==> src/rtl/mem_access.sv <==
// Memory-access pipeline stage: forwards ALU results to writeback, or runs a
// single load/store bus transaction with alignment checking and load lane extraction.
module mem_access (
  input  logic        clk,
  input  logic        rst,
  input  logic [31:0] mem_pc,
  input  logic [3:0]  mem_op,
  input  logic [31:0] mem_addr,
  input  logic [31:0] mem_data,
  input  logic        mem_we,
  input  logic [4:0]  mem_write_reg,
  input  logic [31:0] mem_write_data,
  output logic        bus_req,
  output logic        bus_wr,
  output logic [31:0] bus_addr,
  output logic [3:0]  bus_be,
  output logic [31:0] bus_wdata,
  input  logic [31:0] bus_rdata,
  input  logic        bus_ack,
  output logic [31:0] wb_pc,
  output logic        wb_we,
  output logic [4:0]  wb_write_reg,
  output logic [31:0] wb_write_data,
  output logic        stall_req,
  output logic        misalign,
  output logic [31:0] bad_addr
);

  localparam logic [0:0] IDLE = 1'b0;
  localparam logic [0:0] WAIT = 1'b1;

  localparam logic [3:0] OP_LB = 4'd1, OP_LBU = 4'd2, OP_LH = 4'd3, OP_LHU = 4'd4,
                         OP_LW = 4'd5, OP_SB  = 4'd6, OP_SH = 4'd7, OP_SW  = 4'd8;

  logic [0:0]  state;
  logic [31:0] pc_q;
  logic [3:0]  op_q;
  logic        we_q;
  logic [4:0]  reg_q;
  logic [1:0]  lo_q;

  logic        is_load, is_store, is_mem, mis, load_q;
  logic [3:0]  st_be;
  logic [31:0] st_wdata, ld_data;
  logic [7:0]  ld_byte;
  logic [15:0] ld_half;

  always_comb begin
    is_load  = (mem_op >= OP_LB) && (mem_op <= OP_LW);
    is_store = (mem_op >= OP_SB) && (mem_op <= OP_SW);
    is_mem   = is_load || is_store;
    mis      = 1'b0;
    if (mem_op == OP_LH || mem_op == OP_LHU || mem_op == OP_SH) mis = mem_addr[0];
    if (mem_op == OP_LW || mem_op == OP_SW)                     mis = |mem_addr[1:0];
  end

  // Loads always fetch the whole word; lane selection happens on return.
  always_comb begin
    st_be    = 4'b1111;
    st_wdata = mem_data;
    case (mem_op)
      OP_SB: begin
        st_be    = 4'b0001 << mem_addr[1:0];
        st_wdata = {4{mem_data[7:0]}};
      end
      OP_SH: begin
        st_be    = 4'b0011 << mem_addr[1:0];
        st_wdata = {2{mem_data[15:0]}};
      end
      default: ;
    endcase
  end

  always_comb begin
    load_q  = (op_q >= OP_LB) && (op_q <= OP_LW);
    ld_byte = bus_rdata[{lo_q, 3'b000} +: 8];
    ld_half = bus_rdata[{lo_q[1], 4'b0000} +: 16];
    case (op_q)
      OP_LB:   ld_data = {{24{ld_byte[7]}}, ld_byte};
      OP_LBU:  ld_data = {24'd0, ld_byte};
      OP_LH:   ld_data = {{16{ld_half[15]}}, ld_half};
      OP_LHU:  ld_data = {16'd0, ld_half};
      default: ld_data = bus_rdata;
    endcase
  end

  assign stall_req = !rst && (((state == IDLE) && is_mem && !mis) ||
                              ((state == WAIT) && !bus_ack));

  always_ff @(posedge clk) begin
    if (rst) begin
      state         <= IDLE;
      bus_req       <= 1'b0;
      bus_wr        <= 1'b0;
      bus_addr      <= '0;
      bus_be        <= '0;
      bus_wdata     <= '0;
      wb_pc         <= '0;
      wb_we         <= 1'b0;
      wb_write_reg  <= '0;
      wb_write_data <= '0;
      misalign      <= 1'b0;
      bad_addr      <= '0;
      pc_q          <= '0;
      op_q          <= '0;
      we_q          <= 1'b0;
      reg_q         <= '0;
      lo_q          <= '0;
    end else begin
      wb_we    <= 1'b0;
      misalign <= 1'b0;
      case (state)
        IDLE: begin
          if (is_mem && !mis) begin
            state     <= WAIT;
            bus_req   <= 1'b1;
            bus_wr    <= is_store;
            bus_addr  <= {mem_addr[31:2], 2'b00};
            bus_be    <= st_be;
            bus_wdata <= st_wdata;
            pc_q      <= mem_pc;
            op_q      <= mem_op;
            we_q      <= mem_we;
            reg_q     <= mem_write_reg;
            lo_q      <= mem_addr[1:0];
          end else if (is_mem) begin
            misalign <= 1'b1;
            bad_addr <= mem_addr;
          end else begin
            wb_pc         <= mem_pc;
            wb_we         <= mem_we;
            wb_write_reg  <= mem_write_reg;
            wb_write_data <= mem_write_data;
          end
        end
        default: begin
          // Bus outputs stay frozen until the ack is sampled.
          if (bus_ack) begin
            state        <= IDLE;
            bus_req      <= 1'b0;
            bus_wr       <= 1'b0;
            wb_pc        <= pc_q;
            wb_we        <= we_q && load_q;
            wb_write_reg <= reg_q;
            if (load_q) wb_write_data <= ld_data;
          end
        end
      endcase
    end
  end

endmodule
==> config.mk <==
export PLATFORM = sky130hd
export DESIGN_NAME = mem_access
export DESIGN_NICKNAME = d
export VERILOG_FILES = /design/src/rtl/mem_access.sv
export SDC_FILE = /design/constraint.sdc
export NUM_CORES = 1
export LEC_CHECK = 0
export CORE_MARGIN = 8
export CORE_UTILIZATION = 45
export DETAILED_ROUTE_END_ITERATION = 16
export PLACE_DENSITY = 0.81
export SETUP_SLACK_MARGIN = 0.05
export SYNTH_ARGS = -nofsm -noshare
export SYNTH_HDL_FRONTEND = slang
export SYNTH_SLANG_ARGS = --single-unit
==> constraint.sdc <==
create_clock -name clk -period 2.99 [get_ports clk]
set_input_delay 0.598 -clock clk [delete_from_list [all_inputs] [get_ports clk]]
set_output_delay 0.598 -clock clk [all_outputs]
set_load 0.01 [all_outputs]
### Yosys cells after proc, flatten, opt, wreduce, memory -nomap -nowiden

Index checks and enable logic that the tools add are counted.

* bits in registers: 216
* latch bits: 0
* memory bits (writable): 0
* bits in read-only memories: 0
* output and inout bits: 174
* memories: 0

* add/sub/neg operators: 0
* $mul: 0
* div/mod/pow operators: 0
* $lt $le $gt $ge: 6
* equality and inequality tests: 14
* shift operators: 4
* multiplexer cells: 31
* bitwise operators: 2
* reductions and logical operators: 25

Operator list (count)
* $mux W32: 9
* $pmux W32 S4: 1
* $pmux W32 S2: 1
* $shiftx A32 B6 Y16: 1
* $shiftx A32 B6 Y8: 1
* $eq A4 B3 Y1 const B: 5
* $mux W5: 4
* $mux W1: 15
* $eq A4 B2 Y1 const B: 3
* $logic_and A1 B1 Y1: 9
* $ge A4 B1 Y1 const B: 2
* $le A4 B3 Y1 const B: 2
* $pmux W4 S2: 1
* $ne A2 B2 Y1 const B: 3
* $reduce_and A3 Y1: 2
* $logic_or A1 B1 Y1: 5
* $eq A4 B1 Y1 const B: 1
* $eq A4 B4 Y1 const B: 1
* $ge A4 B3 Y1 const B: 1
* $le A4 B4 Y1 const B: 1
* $reduce_and A2 Y1: 2
* $reduce_and A4 Y1: 1
* $shl A1 B2 Y4 const A: 1
* $shl A2 B2 Y4 const A: 1
* 6 further kinds: 9

### Depth between registers and ports, before layout

Gate-level depths: netlist of the first run.

* depth in word-level cells: 9
* depth in mapped cells: 8
* gate-level depth less buffers: 5

### Least setup slack after synthesis of the first run

OpenSTA, ideal clock, no wires.

* kind: in2out
* from: input port mem_op[1]
* to: output port stall_req
* arrival: 1.920 ns
* required time: 2.392 ns
* setup slack: 0.472 ns
* stages: 6
* cell sequence: buf_2 -> o31a_1 -> nor3_1 -> nand4_1 -> clkbuf_1 -> a21oi_1

* longest elaborated chain between the ends: 9
* elaborated cells on any way between the ends: 22
* classes of those cells: order compare: 4; eq/ne: 5; mux: 2; reduce/logical: 11

RTL lines
* start: declaration: line 7 `input logic [3:0] mem_op,`
* $eq A4 B2 Y1 or $eq A4 B3 Y1 (tied branches): line 53 `if (mem_op == OP_LH || mem_op == OP_LHU || mem_op == OP_SH) mis = mem_addr[0];`
* $logic_or A1 B1 Y1 (2 in series): line 53
* $mux W1: line 53
* $mux W1: line 54 `if (mem_op == OP_LW || mem_op == OP_SW) mis = |mem_addr[1:0];`
* $logic_not A1 Y1: line 87 `assign stall_req = !rst && (((state == IDLE) && is_mem && !mis) ||`
* $logic_and A1 B1 Y1 *: line 87
* $logic_or A1 B1 Y1 *: line 87
* $logic_and A1 B1 Y1 *: line 87
* end: declaration: line 24 `output logic stall_req,`

Every way passes the cells marked *; elsewhere a longest branch is shown, timed or not.

### Final worst setup path of the first run

* from: input port mem_op[0]
* to: output port stall_req

The elaborated chain is that of the path after synthesis.

==> results_tabular.tex, run 1 <==
\begin{tabular}{lr}
\hline
Metric & Value \\
\hline
\multicolumn{2}{l}{\textbf{STA}} \\
\quad RSZ-0062 raised after global routing & no \\
\quad Final hold slack & approximately 0.45 ns \\
\quad Number of hold violations in the final report & 0 \\
\quad Clock period minus worst slack & $\sim$2.7 ns \\
\quad Setup violation total in the final timing report & 0 \\
\quad Total Neg Setup Slack & 0 ns \\
\quad Fin. max-slew vios & 0 \\
\quad Final period util & 0.8950 \\
\quad Worst Max-Slew Pin Slew & $\sim$1.2 ns \\
\quad Worst rel slew slack & 0.2004 \\
\quad Maximum frequency from static timing analysis & 373.7 MHz \\
\quad Worst clock skew & approximately 0.014 ns \\
\multicolumn{2}{l}{\textbf{Floorplan}} \\
\quad Total core area & just over 20000 sq um \\
\quad Vertical extent of the die & approximately 160 um \\
\quad Die X-Extent & $\sim$160 um \\
\quad Initial cell density of the core & 0.4536 \\
\quad Num rows & 53 \\
\quad Die footprint & 25800 sq um \\
\quad Number of ports placed on the die boundary & about 350 \\
\multicolumn{2}{l}{\textbf{Pwr}} \\
\quad Share of power burned in the clock network & 0.350 \\
\quad Peak VDD IR & 0.4757 mV \\
\quad Net Sw Power & around 0.0022 W \\
\quad Int Pwr & 0.005730 W \\
\quad P\_leak & approximately 5 nW \\
\quad Power per cell area & 575.8 nW/um\^{}2 \\
\quad Switching share of total power & 0.2800 \\
\quad Fraction of power consumed by sequential logic & 0.414 \\
\quad Comb pwr share & 0.236 \\
\multicolumn{2}{l}{\textbf{Critical path}} \\
\quad Critical path required time & about 2.4 ns \\
\quad Max Fanout on Critical Path & 6 \\
\quad Category of the critical setup timing path & input port to output pin \\
\quad R2R Setup Slk & between 0.5 and 0.6 ns \\
\quad Worst endpoint data arrival time & between 2 and 2.5 ns \\
\quad Setup crit start kind & input port \\
\quad Capturing element type of the critical path & output pin \\
\quad Launching point of the worst reg2reg path & lo\_q[1] \\
\quad Start point of the critical path & mem\_op[0] \\
\multicolumn{2}{l}{\textbf{Clock tree}} \\
\quad Number of buffers inserted by post-CTS setup repair & 0 \\
\quad Clock latency reported for the late side of the worst-skew pair & between 0.5 and 0.6 ns \\
\quad Clock edge transition at the registers on the reported setup and hold paths & 0.06 ns \\
\quad Clock root buffer & sky130\_fd\_sc\_hd\_\_clkbuf\_16 \\
\quad Number of buffers created by CTS & 23 \\
\quad Clock tree from TritonCTS & done \\
\quad TritonCTS Sinks & between 200 and 250 \\
\quad Buffer levels on the longest clock path & 3 \\
\quad H-Tree Depth & 1 \\
\multicolumn{2}{l}{\textbf{Global route}} \\
\quad First-pass GRT wire length & 49120 um \\
\quad Total grt overflow & 0 \\
\quad GRT Overall Usage & 0.2310 \\
\quad Number of global-route vias before repair & 9220 \\
\quad Maximum number of pins on one net before global-route repair & 218 \\
\quad Antenna violations before repair & 2 \\
\multicolumn{2}{l}{\textbf{Layout}} \\
\quad Proportion of layout cells with a drive suffix above 1 & 0.05886 \\
\quad Nets & 1602 \\
\quad Filler Cell Count & around 1700 \\
\quad Utilization of the core after routing & 0.6659 \\
\quad Layout overhead on the synthesized area & 46.82\% \\
\multicolumn{2}{l}{\textbf{Worst hold path}} \\
\quad Start point of the worst min-delay path & bus\_addr[8] \\
\quad Path category of the worst min-delay check & flip-flop to flip-flop \\
\multicolumn{2}{l}{\textbf{Synth}} \\
\quad Proportion of netlist area held by the largest area contributor & 0.4593 \\
\quad Instance count of the mapped netlist & between 1000 and 1500 \\
\quad Post-synthesis async set-or-reset flop share & 0 \\
\quad Top-count cell post-synth & sky130\_fd\_sc\_hd\_\_nand2\_1 \\
\quad Number of distinct standard cells referenced by the synthesized netlist & 48 \\
\quad Post-synth EDFFs & 0 \\
\quad Sequential-to-total area share from yosys stat & 0.4593 \\
\quad Average instance area after synthesis & 8.353 sq um \\
\quad Cell types occupying the most area after synthesis & sky130\_fd\_sc\_hd\_\_dfxtp\_1, sky130\_fd\_sc\_hd\_\_mux2i\_1, sky130\_fd\_sc\_hd\_\_nand2\_1, sky130\_fd\_sc\_hd\_\_a21oi\_1, sky130\_fd\_sc\_hd\_\_nor2\_1 \\
\quad Top post-synthesis cells by count & sky130\_fd\_sc\_hd\_\_nand2\_1, sky130\_fd\_sc\_hd\_\_dfxtp\_1, sky130\_fd\_sc\_hd\_\_a21oi\_1, sky130\_fd\_sc\_hd\_\_nor2\_1, sky130\_fd\_sc\_hd\_\_mux2i\_1 \\
\quad Area of the mapped netlist & 9414 sq um \\
\quad Flops \& latches, synth & 216 \\
\quad Most instantiated flip-flop cell in the synthesis netlist & sky130\_fd\_sc\_hd\_\_dfxtp\_1 \\
\quad Area leader, netlist & sky130\_fd\_sc\_hd\_\_dfxtp\_1 \\
\quad Yosys warning total & 0 \\
\multicolumn{2}{l}{\textbf{Flow run}} \\
\quad Number of maximum-capacitance constraint violations & 0 \\
\multicolumn{2}{l}{\textbf{Detailed routing}} \\
\quad Pre-Repair DR Iteration Count & 5 \\
\quad Antenna viol nets, final & 0 \\
\quad DRC viols & 0 \\
\quad Via density per instance & between 5 and 6 \\
\quad Total wirelength of the detailed-routed design & between 30000 and 40000 um \\
\quad Detailed-routed wire length on met2 & around 15000 um \\
\quad Routed met3 length & 3516 um \\
\quad Iteration-0 DRC count of the detailed router & between 500 and 600 \\
\quad Routed wire per std cell & $\sim$18 um \\
\quad Highest metal layer used by the detailed router & met5 \\
\quad Metal1 wirelength & 12050 um \\
\quad Overall via count from detail\_route & just over 9000 \\
\multicolumn{2}{l}{\textbf{Placement}} \\
\quad Count of buffers from port buffering & $\sim$340 \\
\quad Weighted congestion at the end of routability-driven global placement & $\sim$0.86 \\
\quad Detailed placer's ending HPWL & between 20000 and 25000 um \\
\multicolumn{2}{l}{\textbf{Status}} \\
\quad Run status & completed \\
\hline
\end{tabular}
## layout by cell type (no fill, tap or decap), types with 2 or more instances in the layout
cell type	instances
sky130_fd_sc_hd__buf_12	7
sky130_fd_sc_hd__nor3_1	4
sky130_fd_sc_hd__o221ai_1	26
sky130_fd_sc_hd__o21a_1	2
sky130_fd_sc_hd__o31ai_1	2
sky130_fd_sc_hd__mux2i_1	87
sky130_fd_sc_hd__nand3b_1	3
sky130_fd_sc_hd__nand2b_1	4
sky130_fd_sc_hd__nor2_1	124
sky130_fd_sc_hd__o21ai_0	12
sky130_fd_sc_hd__nand3_1	6
sky130_fd_sc_hd__nand4b_1	2
sky130_fd_sc_hd__a31oi_1	6
sky130_fd_sc_hd__conb_1	2
sky130_fd_sc_hd__nand2_1	229
sky130_fd_sc_hd__nor3_2	2
sky130_fd_sc_hd__clkinv_2	3
sky130_fd_sc_hd__a21oi_1	134
sky130_fd_sc_hd__and2_1	3
sky130_fd_sc_hd__nor2b_1	38
sky130_fd_sc_hd__dfxtp_1	215
sky130_fd_sc_hd__clkbuf_16	23
sky130_fd_sc_hd__buf_4	25
sky130_fd_sc_hd__clkbuf_8	6
sky130_fd_sc_hd__nand4_1	2
sky130_fd_sc_hd__inv_1	5
sky130_fd_sc_hd__mux2_2	2
sky130_fd_sc_hd__o211ai_1	16
sky130_fd_sc_hd__a211oi_1	60
sky130_fd_sc_hd__clkbuf_1	5
sky130_fd_sc_hd__nor3b_1	2
sky130_fd_sc_hd__a311oi_1	20
sky130_fd_sc_hd__clkdlybuf4s50_1	342
## path summary, 6_finish.rpt
| kind | end | cells after the start |
|---|---|---|
| setup / recovery | stall_req | 7 |
| hold / removal | bus_addr[8] | 2 |
| setup reg to reg | wb_write_data[21] | 6 |
| hold reg to reg | bus_addr[8] | 2 |
## final cells by class
class | instances | area (sq um) | area share
multi-input cells | 807 | 4623 | 0.3345
flip-flops and latches | 216 | 4328 | 0.3131
repair buffers | 376 | 3767 | 0.2726
clock buffers | 34 | 676.9 | 0.04897
well taps | 275 | 344.1 | 0.02489
clock inverters | 6 | 61.31 | 0.004436
inverters | 5 | 18.77 | 0.001358
diodes | 1 | 2.502 | 0.0001810
## per-stage QoR
| stage | setup slack, ns | cell area (sq um) | power (W) | cells |
|---|---|---|---|---|
| finish | 0.3138 | 13820 | 0.007959 | 1720 |
| global route | 0.1616 | 13820 | 0.008331 | 1720 |
| CTS | 0.08718 | 13820 | 0.008025 | 1719 |
| detailed placement | -0.1874 | 13080 | 0.005232 | 1679 |
| floorplan | 0.4723 | 9418 | 0.004272 | 1128 |
| global placement | -0.1726 | 13080 | 0.005192 | 1679 |
## worst max-delay path, stage by stage
cell                              delay (ns)
sky130_fd_sc_hd__clkdlybuf4s50_1        0.45
sky130_fd_sc_hd__buf_4                  0.18
sky130_fd_sc_hd__and3b_1                0.16
sky130_fd_sc_hd__o211ai_1               0.19
sky130_fd_sc_hd__nand4_1                0.15
sky130_fd_sc_hd__a21oi_1                0.15
sky130_fd_sc_hd__clkbuf_2               0.18
## per-layer routing
| metal | vias to the layer above | global-route usage |
|---|---|---|
| li1 | 4530 | - |
| met1 | 4339 | 0.2590 |
| met3 | 82 | 0.1014 |
| met2 | 386 | 0.3725 |
| met5 | - | 0 |
| met4 | 2 | 0.1066 |
## logic make-up after synthesis
logic type                Yosys count  synth area share
xor gates and xnor gates            2          0.002659
buffers and inverters             105           0.05183
AOI/OAI and AO/OA                 287            0.1974
DFF                               216            0.4593
and+or+nand+nor                   426            0.1911
muxes                              90           0.09729
other                               1         0.0003983
## timing repair
action	4_1_cts	5_1_grt
endpoints found under the setup margin	1	1
resized for setup	1	3
hold buffers	0	0
## power groups by stage
stage,Clock (W),Sequential (W),Combinational [W]
3_5_place_dp,0,0.00336,0.00187
6_report,0.00279,0.00330,0.00188
5_1_grt,0.00297,0.00333,0.00204
2_1_floorplan,0,0.00342,0.000849
3_3_place_gp,0,0.00335,0.00185
4_1_cts,0.00284,0.00330,0.00189
Power figures use the tool's default switching activity.
==> run 2: changes to the inputs <==
HOLD_SLACK_MARGIN = 0.03   (was unset)
==> results of run 2 <==
The final DEF is identical to that of run 1; final timing and power are the same.
